`config.mk`:
```
export PLATFORM = sky130hd
export DESIGN_NAME = apb_uart_master
export DESIGN_NICKNAME = d
export VERILOG_FILES = /design/src/rtl/uart_pkg.sv /design/src/rtl/apb_timeout_cnt.sv /design/src/rtl/apb_uart_master.sv
export SDC_FILE = /design/constraint.sdc
export NUM_CORES = 1
export LEC_CHECK = 0
export BUFFER_PORTS_ARGS = -buffer_cell sky130_fd_sc_hd__buf_2
export CORE_UTILIZATION = 39
export CTS_BUF_LIST = sky130_fd_sc_hd__clkbuf_8
export CTS_CLUSTER_SIZE = 25
export DETAILED_ROUTE_END_ITERATION = 16
export GPL_TIMING_DRIVEN = 1
export PLACE_DENSITY_LB_ADDON = 0.2
export SYNTH_ARGS = -nofsm -noshare
export SYNTH_HDL_FRONTEND = slang
export SYNTH_HIERARCHICAL = 1
export SYNTH_SLANG_ARGS = --single-unit
```
`constraint.sdc`:
```
create_clock -name clk -period 2.42 [get_ports clk]
set_clock_uncertainty 0.2 [all_clocks]
set_input_delay 0.242 -clock clk [delete_from_list [all_inputs] [get_ports clk]]
set_output_delay 0.242 -clock clk [all_outputs]
set_load 0.005 [all_outputs]
```
`src/rtl/uart_pkg.sv`:
```
// Shared definitions for the UART bus side: widths, APB master state encoding and register map.
// No logic; imported by the APB master and its helpers.
package uart_pkg;

  localparam int BITWIDTH   = 8;
  localparam int APB_ADDR_W = 2;

  localparam logic [1:0] ST_IDLE   = 2'd0;
  localparam logic [1:0] ST_SETUP  = 2'd1;
  localparam logic [1:0] ST_ACCESS = 2'd2;
  localparam logic [1:0] ST_RESP   = 2'd3;

  typedef enum logic [1:0] {
    IDLE   = ST_IDLE,
    SETUP  = ST_SETUP,
    ACCESS = ST_ACCESS,
    RESP   = ST_RESP
  } apb_state_t;

  localparam logic [APB_ADDR_W-1:0] RX_DATA = 2'b00;
  localparam logic [APB_ADDR_W-1:0] TX_DATA = 2'b01;
  localparam logic [APB_ADDR_W-1:0] STATUS  = 2'b10;

  // psel is high for the whole SETUP/ACCESS window of a transfer.
  function automatic logic in_transfer(input apb_state_t s);
    return (s == SETUP) || (s == ACCESS);
  endfunction

endpackage

```
`src/rtl/apb_timeout_cnt.sv`:
```
// Wait-state counter: counts enabled cycles, saturates at TIMEOUT, clear has priority.
// expired flags the enabled cycle whose tick reaches TIMEOUT (or any tick once saturated).
module apb_timeout_cnt #(
  parameter int TIMEOUT = 255,
  localparam int CNT_W = $clog2(TIMEOUT + 1)
) (
  input  logic             clk,
  input  logic             rst,
  input  logic             enable,
  input  logic             clear,
  output logic [CNT_W-1:0] count,
  output logic             expired
);

  localparam logic [CNT_W-1:0] LIMIT = CNT_W'(TIMEOUT);

  always_ff @(posedge clk or posedge rst) begin
    if (rst) begin
      count <= '0;
    end else if (clear) begin
      count <= '0;
    end else if (enable && (count != LIMIT)) begin
      count <= count + CNT_W'(1);
    end
  end

  // Combinational so the master can abort in the same cycle the limit is hit.
  assign expired = enable && (count >= LIMIT - CNT_W'(1));

endmodule

```
`src/rtl/apb_uart_master.sv`:
```
// APB3 initiator for the UART register block: one command in flight, SETUP/ACCESS, response held until consumed.
// Zero-wait latency: accept c0, SETUP c1, ACCESS c2, rsp_valid c3, cmd_ready again c4; no new command while a response is pending.
module apb_uart_master
  import uart_pkg::*;
#(
  parameter int ADDR_W  = APB_ADDR_W,
  parameter int DATA_W  = BITWIDTH,
  parameter int TIMEOUT = 255
) (
  input  logic              clk,
  input  logic              reset_n,
  input  logic              cmd_valid,
  output logic              cmd_ready,
  input  logic              cmd_write,
  input  logic [ADDR_W-1:0] cmd_addr,
  input  logic [DATA_W-1:0] cmd_wdata,
  output logic              rsp_valid,
  input  logic              rsp_ready,
  output logic [DATA_W-1:0] rsp_rdata,
  output logic              rsp_err,
  output logic              psel,
  output logic              penable,
  output logic              pwrite,
  output logic [ADDR_W-1:0] paddr,
  output logic [DATA_W-1:0] pwdata,
  input  logic [DATA_W-1:0] prdata,
  input  logic              pready,
  input  logic              pslverr
);

  localparam int CNT_W = $clog2(TIMEOUT + 1);

  apb_state_t       state;
  apb_state_t       state_nxt;
  logic             wait_tick;
  logic             cnt_clear;
  logic             timed_out;
  logic [CNT_W-1:0] wait_cnt;

  // reset_n is active-high despite its name.
  apb_timeout_cnt #(.TIMEOUT(TIMEOUT)) u_timeout (
    .clk     (clk),
    .rst     (reset_n),
    .enable  (wait_tick),
    .clear   (cnt_clear),
    .count   (wait_cnt),
    .expired (timed_out)
  );

  always_ff @(posedge clk or posedge reset_n) begin
    if (reset_n) begin
      state <= IDLE;
    end else begin
      state <= state_nxt;
    end
  end

  // Handshake and bus strobes decode straight from the state register, so an
  // asynchronous reset drops psel/penable/rsp_valid without a clock edge.
  always_comb begin
    state_nxt = state;
    wait_tick = 1'b0;
    cnt_clear = 1'b0;
    cmd_ready = (state == IDLE);
    psel      = in_transfer(state);
    penable   = (state == ACCESS);
    rsp_valid = (state == RESP);
    case (state)
      IDLE: begin
        if (cmd_valid) state_nxt = SETUP;
      end
      SETUP: begin
        state_nxt = ACCESS;
      end
      ACCESS: begin
        wait_tick = !pready;
        if (pready || timed_out) state_nxt = RESP;
      end
      RESP: begin
        if (rsp_ready) begin
          state_nxt = IDLE;
          cnt_clear = 1'b1;
        end
      end
      default: begin
        state_nxt = IDLE;
      end
    endcase
  end

  always_ff @(posedge clk or posedge reset_n) begin
    if (reset_n) begin
      pwrite    <= 1'b0;
      paddr     <= '0;
      pwdata    <= '0;
      rsp_rdata <= '0;
      rsp_err   <= 1'b0;
    end else begin
      if ((state == IDLE) && cmd_valid) begin
        pwrite <= cmd_write;
        paddr  <= cmd_addr;
        pwdata <= cmd_wdata;
      end
      // pready in the timeout cycle itself completes the transfer normally.
      if (state == ACCESS) begin
        if (pready) begin
          rsp_rdata <= pwrite ? '0 : prdata;
          rsp_err   <= pslverr;
        end else if (timed_out) begin
          rsp_rdata <= '0;
          rsp_err   <= 1'b1;
        end
      end
    end
  end

  a_bus_stable: assert property (@(posedge clk) disable iff (reset_n)
    (state == ACCESS) |-> ($stable(paddr) && $stable(pwrite) && $stable(pwdata)));

  a_rsp_hold: assert property (@(posedge clk) disable iff (reset_n)
    ((state == RESP) && !rsp_ready) |=> ((state == RESP) && $stable(rsp_rdata) && $stable(rsp_err)));

  a_cnt_sat: assert property (@(posedge clk) disable iff (reset_n)
    wait_cnt <= CNT_W'(TIMEOUT));

endmodule

```
Word level (Yosys, flattened, before mapping)

Cells that the tools add are included.
W data, S select, Z words.

Input bits: 25
Register bits after elaboration: 30
Output and inout bits: 24
Word-level logic and storage cells: 41

Magnitude comparators: 1
Add/sub/neg operators: 1
Mux-type cells: 14
Reductions and logical operators: 11
Eq/ne operators: 7

Operators with widths:

| operator              | count |
|---|---|
| $mux W8               | 5 |
| $add A8 B1 Y8 const B | 1 |
| $ge A8 B8 Y1 const B  | 1 |
| $ne A8 B8 Y1 const B  | 1 |
| $pmux W2 S4           | 1 |
| $mux W2               | 3 |
| $mux W1               | 5 |
| $eq A2 B2 Y1 const B  | 2 |
| $ne A2 B1 Y1 const B  | 2 |
| $reduce_bool A2 Y1    | 2 |
| $logic_and A1 B1 Y1   | 3 |
| $reduce_and A3 Y1     | 1 |
| $eq A2 B1 Y1 const B  | 1 |
| $logic_not A2 Y1      | 1 |
| $logic_or A1 B1 Y1    | 2 |
| $ne A2 B2 Y1 const B  | 1 |
| $reduce_and A2 Y1     | 1 |
| $logic_not A1 Y1      | 1 |

Longest topological paths before layout

Depth in word-level cells: 6
Gate-level depth with buffers: 9
Gate-level depth less buffers: 8

Cells and area by module

Netlist, hierarchy kept.

By module, submodules not included:

| module          | area an instance (um2) | instances | sequential area each (um2) | cells an instance |
|---|---|---|---|---|
| apb_uart_master | 939.7                  | 1         | 550.5                      | 81 |
| apb_timeout_cnt | 469.2                  | 1         | 200.2                      | 50 |

Worst setup path after synthesis

No wires, ideal clock.

Kind: register to register
Start point: register state[0]
End point: register state[1]
Period minus slack after synthesis: 2,345 ps
Library setup time: 128 ps
Path slack: 75 ps
Arrival time: 2,017 ps
Stages on the path, launching flop included: 9
Required time: 2,092 ps
Path buffers: 0
Path through: dfrtp_1 > inv_1 > ha_1 > and2b_1 > nand3_2 > nor3_1 > nor2_1 > a221oi_2 > mux2_1

Longest elaborated chain between the ends: 6

Ends and longest elaborated chain:

| element                            | RTL line              | RTL |
|---|---|---|
| start, declared                    | apb_uart_master.sv:33 | `apb_state_t state;` |
| start signal, assigned             | apb_uart_master.sv:54 | `state <= state_nxt;` |
| $eq A2 B2 Y1                       | -                     |  |
| named net penable                  | apb_uart_master.sv:22 | `output logic penable,` |
| $mux W1                            | apb_uart_master.sv:68 | `case (state)` |
| named net wait_tick                | apb_uart_master.sv:35 | `logic wait_tick;` |
| $logic_and A1 B1 Y1                | apb_timeout_cnt.sv:28 | `assign expired = enable && (count >= LIMIT - CNT_W'(1));` |
| named net timed_out                | apb_uart_master.sv:37 | `logic timed_out;` |
| $logic_or A1 B1 Y1                 | apb_uart_master.sv:77 | `if (pready \|\| timed_out) state_nxt = RESP;` |
| $ne A2 B1 Y1 (no source line)      | -                     |  |
| $reduce_and A3 Y1 (no source line) | -                     |  |

The timed path passes the listed nets, and every way through them passes these cells.
A chain may end at the register's enable or synchronous reset.

Final worst setup path

Start point: register state[0]
End point: register state[1]

Longest elaborated chain between the ends: 6

Ends and longest elaborated chain:

| element                            | RTL line |
|---|---|
| $eq A2 B2 Y1                       | apb_uart_master.sv:68 |
| $mux W1                            | apb_uart_master.sv:68 |
| named net wait_tick                | apb_uart_master.sv:35 |
| $logic_and A1 B1 Y1                | apb_timeout_cnt.sv:28 |
| named net timed_out                | apb_uart_master.sv:37 |
| $logic_or A1 B1 Y1                 | apb_uart_master.sv:77 |
| $ne A2 B1 Y1 (no source line)      | - |
| $reduce_and A3 Y1 (no source line) | - |

The timed path passes the listed nets, and every way through them passes these cells.

==> results.md <==
Status:
- The flow ran to the end, and the final reports show no timing, DRC or antenna violations.

Placement:
- The cell count after placement is 224.
- The total of buffers placed on input and output ports is 48.
- The post-DP HPWL is 2070 um.
- The placement-stage cell area is 0.00171 sq mm.
- The routability-driven placement congestion ratio is 0.809.

Critical path:
- The largest fanout on the critical path is 4.
- For the worst setup path, the data arrival time is 2.18 ns.
- The worst setup path is captured at a register.
- The required time at the endpoint of the critical path is 2.38 ns.
- STA classifies the critical path startpoint as a register.
- The worst setup path is of the reg -> reg kind.

STA:
- Setup repair after global routing left no endpoint under its margin.
- The achievable clock frequency is 0.450 GHz.
- Of the available clock period, the critical path in the final layout requires 0.918.
- The transition time at the pin with the least slew margin is 0.834 ns.
- Setup violations remaining at the end of the flow were counted as 0.
- The worst path needs 2.22 ns of the cycle, external delays included.
- The number of hold violations in the final report is 0.
- The worst slew margin relative to its limit is 0.444.
- The sum of negative setup slack is 0 ns.
- The count of final max-slew check failures is 0.

Drt:
- The via total after detailed routing is 1215.
- The routed length per placed instance is 11.8 um.
- Wires add up to 2990 um.
- The highest routed metal layer is met4.
- The number of search-and-repair iterations in the first detailed-routing pass is 4.
- After detailed routing, the met2 layer carries 1450 um of wire.
- In the routed design, unresolved DRC markers number 0.
- The sum of met3 wire segment lengths after detailed routing is 172 um.
- The number of DRC violations after detailed-routing iteration 0 is 40.
- After detailed routing, the wire length on met1 is 1310 um.
- In the routed layout, each cell is associated on average with a via count of 4.80.
- Once detail routing completed, the nets flagged for antenna violations numbered 0.

Finish:
- After the flow finishes, the layout carries non-filler instances totaling 253.
- The design area is 0.00201 sq mm.
- Once layout is complete, the utilization of the core stands at 0.594.
- The fraction of layout instances using a drive strength above 1 is 0.324.
- After the last flow step, the layout net total stands at 236.
- The area added between synthesis and finish is 43.0%.
- The antenna cell count is 0.
- The filler cell count is 267.

Clocking:
- The post-CTS setup buffer count is 0.
- Clock latency on the worst-skew pair, taken at its later pin, is 0.28 ns.
- CTS built an H-tree with a depth of 2.
- The buffer depth of the longest clock path is 2.
- The root buffer cell chosen for the clock tree is sky130_fd_sc_hd__clkbuf_8.
- The TritonCTS clock tree is yes.
- TritonCTS created 5 clock buffers.
- The clock edge transition at the registers on the reported setup and hold paths is 0.06 ns.
- The clock net in this run drives a total of 30 sinks.

Synth:
- The synthesized design contains 30 register bits.
- The count of synthesis-stage warnings from yosys is 6.
- Counting every instance in the synthesized netlist gives 131.
- Synthesis produced a netlist with a net count of 161.
- Among all flip-flop cells after synthesis, the most frequent one is sky130_fd_sc_hd__dfrtp_1.
- The part of the Yosys area used for sequential elements is 0.533.
- In this run the mean area of a mapped cell was 10.8 sq um.
- Counting flops with an async set or reset pin after synthesis yields a share of 1.00.
- The number of different library cells used by synthesis comes to 34.
- Summing every instance area after synthesis gives 0.00141 sq mm.
- The number of synthesized flops with an enable pin is 0.

GRT:
- Entering global routing, the biggest net connects 23 pins.
- The first global-routing pass estimated 5440 um of wire.
- The initial antenna violation count is 0.
- The global router's overall resource usage is 0.182.
- The overflow left after global routing is 0.
- The via count of the first global-routing pass is 1300.

Die:
- For this configuration, the core starts out at a cell density of 0.416.
- The core region is 0.00339 sq mm.
- The die height is 62.1 um.
- The horizontal extent of the die is 62.1 um.
- Row generation in the floorplan step produced 21 rows.
- The die covers 0.00386 sq mm.
- The count of boundary I/O pins is 49.

Pwr:
- Of the total power, registers draw 0.420.
- The cell area power density is 1010 mW/mm^2.
- The share of total power dissipated in the clock network is 0.196.
- Summed over all cells, the static leakage comes to 0.000980 uW.
- The analysis attributes to net switching a power of 686 uW.
- The internal portion of the total power is 1350 uW.
- Of the total power, the share spent switching nets is 0.337.
- The part of the power in combinational logic is 0.385.
- The worst IR drop on VDD is 0.503 mV.

Flow run:
- The tool flagged a number of max-cap violations equal to 0.

Min path:
- The tightest min-delay check is of the in -> reg type.
[registers in the layout (all words and copies together) (netlist names)]
register / cells
rsp_err: 1
paddr: 2
rsp_rdata: 8
pwdata: 8
u_timeout/count: 8
state: 2
pwrite: 1
[power by group through the flow]
stage          logic [uW]  registers [uW]  clock network, uW
3_5_place_dp          763             866                  0
4_1_cts               790             857                418
6_report              783             854                399
2_1_floorplan         434             864                  0
3_3_place_gp          747             847                  0
5_1_grt               890             886                439
[worst paths after layout]
kind / slack, ns / end / cells after the start / startpoint
setup / recovery: 0.20 / state[1] / 8 / state[0]
hold / removal: 0.12 / rsp_err / 4 / pready
setup reg to reg: 0.20 / state[1] / 8 / state[0]
hold reg to reg: 0.28 / rsp_rdata[0] / 2 / rsp_rdata[0]
max in group asynchronous: 1.01 / rsp_rdata[0] / 3 / reset_n
min in group asynchronous: 0.27 / u_timeout/count[2] / 3 / reset_n
[stage by stage]
stage               total power [uW]  setup slack [ns]  hold slack [ns]
global route                    2210            0.0529            0.157
global placement                1590             0.214           0.0190
floorplan                       1300            0.0753           -0.142
detailed placement              1630             0.126           0.0171
CTS                             2070             0.112            0.110
finish                          2040             0.200            0.117
[cell usage in the layout, fill, tap and decap left out, types with 2 or more instances in the layout]
cell,n
sky130_fd_sc_hd__dfrtp_1,30
sky130_fd_sc_hd__dlygate4sd3_1,21
sky130_fd_sc_hd__buf_2,48
sky130_fd_sc_hd__mux2_1,12
sky130_fd_sc_hd__buf_4,3
sky130_fd_sc_hd__inv_1,9
sky130_fd_sc_hd__ha_1,5
sky130_fd_sc_hd__a21oi_1,3
sky130_fd_sc_hd__a211oi_1,2
sky130_fd_sc_hd__nor3_2,2
sky130_fd_sc_hd__xnor2_1,2
sky130_fd_sc_hd__nand2_1,20
sky130_fd_sc_hd__nand3_1,5
sky130_fd_sc_hd__clkbuf_8,6
sky130_fd_sc_hd__nor3_1,2
sky130_fd_sc_hd__o21ai_1,8
sky130_fd_sc_hd__nor2_1,9
sky130_fd_sc_hd__nor2b_1,3
[routing by layer]
metal | global-route usage | vias to the layer above
li1 | - | 601
met1 | 0.210 | 568
met2 | 0.305 | 39
met3 | 0.0551 | 7
met4 | 0.0930 | 0
met5 | 0 | -
[cell type report]
cell class / count / area, sq um / share of cell area
clock buffers: 6 / 82.6 / 0.0410
clock inverters: 2 / 8.76 / 0.00435
inverters: 8 / 30.0 / 0.0149
multi-input cells: 89 / 612 / 0.304
flip-flops and latches: 30 / 751 / 0.373
well taps: 46 / 57.6 / 0.0286
repair buffers: 72 / 473 / 0.235
[cell usage after synthesis, types with 3 or more instances]
cell	n	area (sq um)
sky130_fd_sc_hd__nand3_1	5	25.0
sky130_fd_sc_hd__nor3_1	3	15.0
sky130_fd_sc_hd__nor2b_1	3	18.8
sky130_fd_sc_hd__nor2_1	9	33.8
sky130_fd_sc_hd__inv_1	8	30.0
sky130_fd_sc_hd__ha_1	5	62.6
sky130_fd_sc_hd__a21oi_1	3	15.0
sky130_fd_sc_hd__o21ai_1	8	40.0
sky130_fd_sc_hd__mux2_1	12	135
sky130_fd_sc_hd__dfrtp_1	30	751
sky130_fd_sc_hd__nand2_1	20	75.1
[cells by family (layout without fill, tap and decap cells)]
group | Yosys count | count (layout) | synth area share
XOR/XNOR | 2 | 2 | 0.0124
multiplexers | 13 | 13 | 0.104
AND/OR/NAND/NOR | 48 | 48 | 0.170
flip-flops | 30 | 30 | 0.533
buffers and inverters | 12 | 88 | 0.0364
adder cells (fa/ha/maj) | 5 | 5 | 0.0444
AO/OA/AOI/OAI | 21 | 21 | 0.100
[what timing repair did]
item	in CTS	in global routing
endpoints found under the setup margin	0	1
hold buffers	21	0
gates resized for setup	0	1
hold endpoints to repair	50	0
[critical path, stage by stage (launching register included)]
cell and delay, ns:
sky130_fd_sc_hd__dfrtp_1 0.40, sky130_fd_sc_hd__inv_1 0.09, sky130_fd_sc_hd__ha_1 0.16, sky130_fd_sc_hd__and2b_1 0.15, sky130_fd_sc_hd__nand3_2 0.14, sky130_fd_sc_hd__nor3_2 0.28
sky130_fd_sc_hd__nor2_1 0.08, sky130_fd_sc_hd__a221oi_2 0.26, sky130_fd_sc_hd__mux2_1 0.35
(Power assumes the default switching activity.)
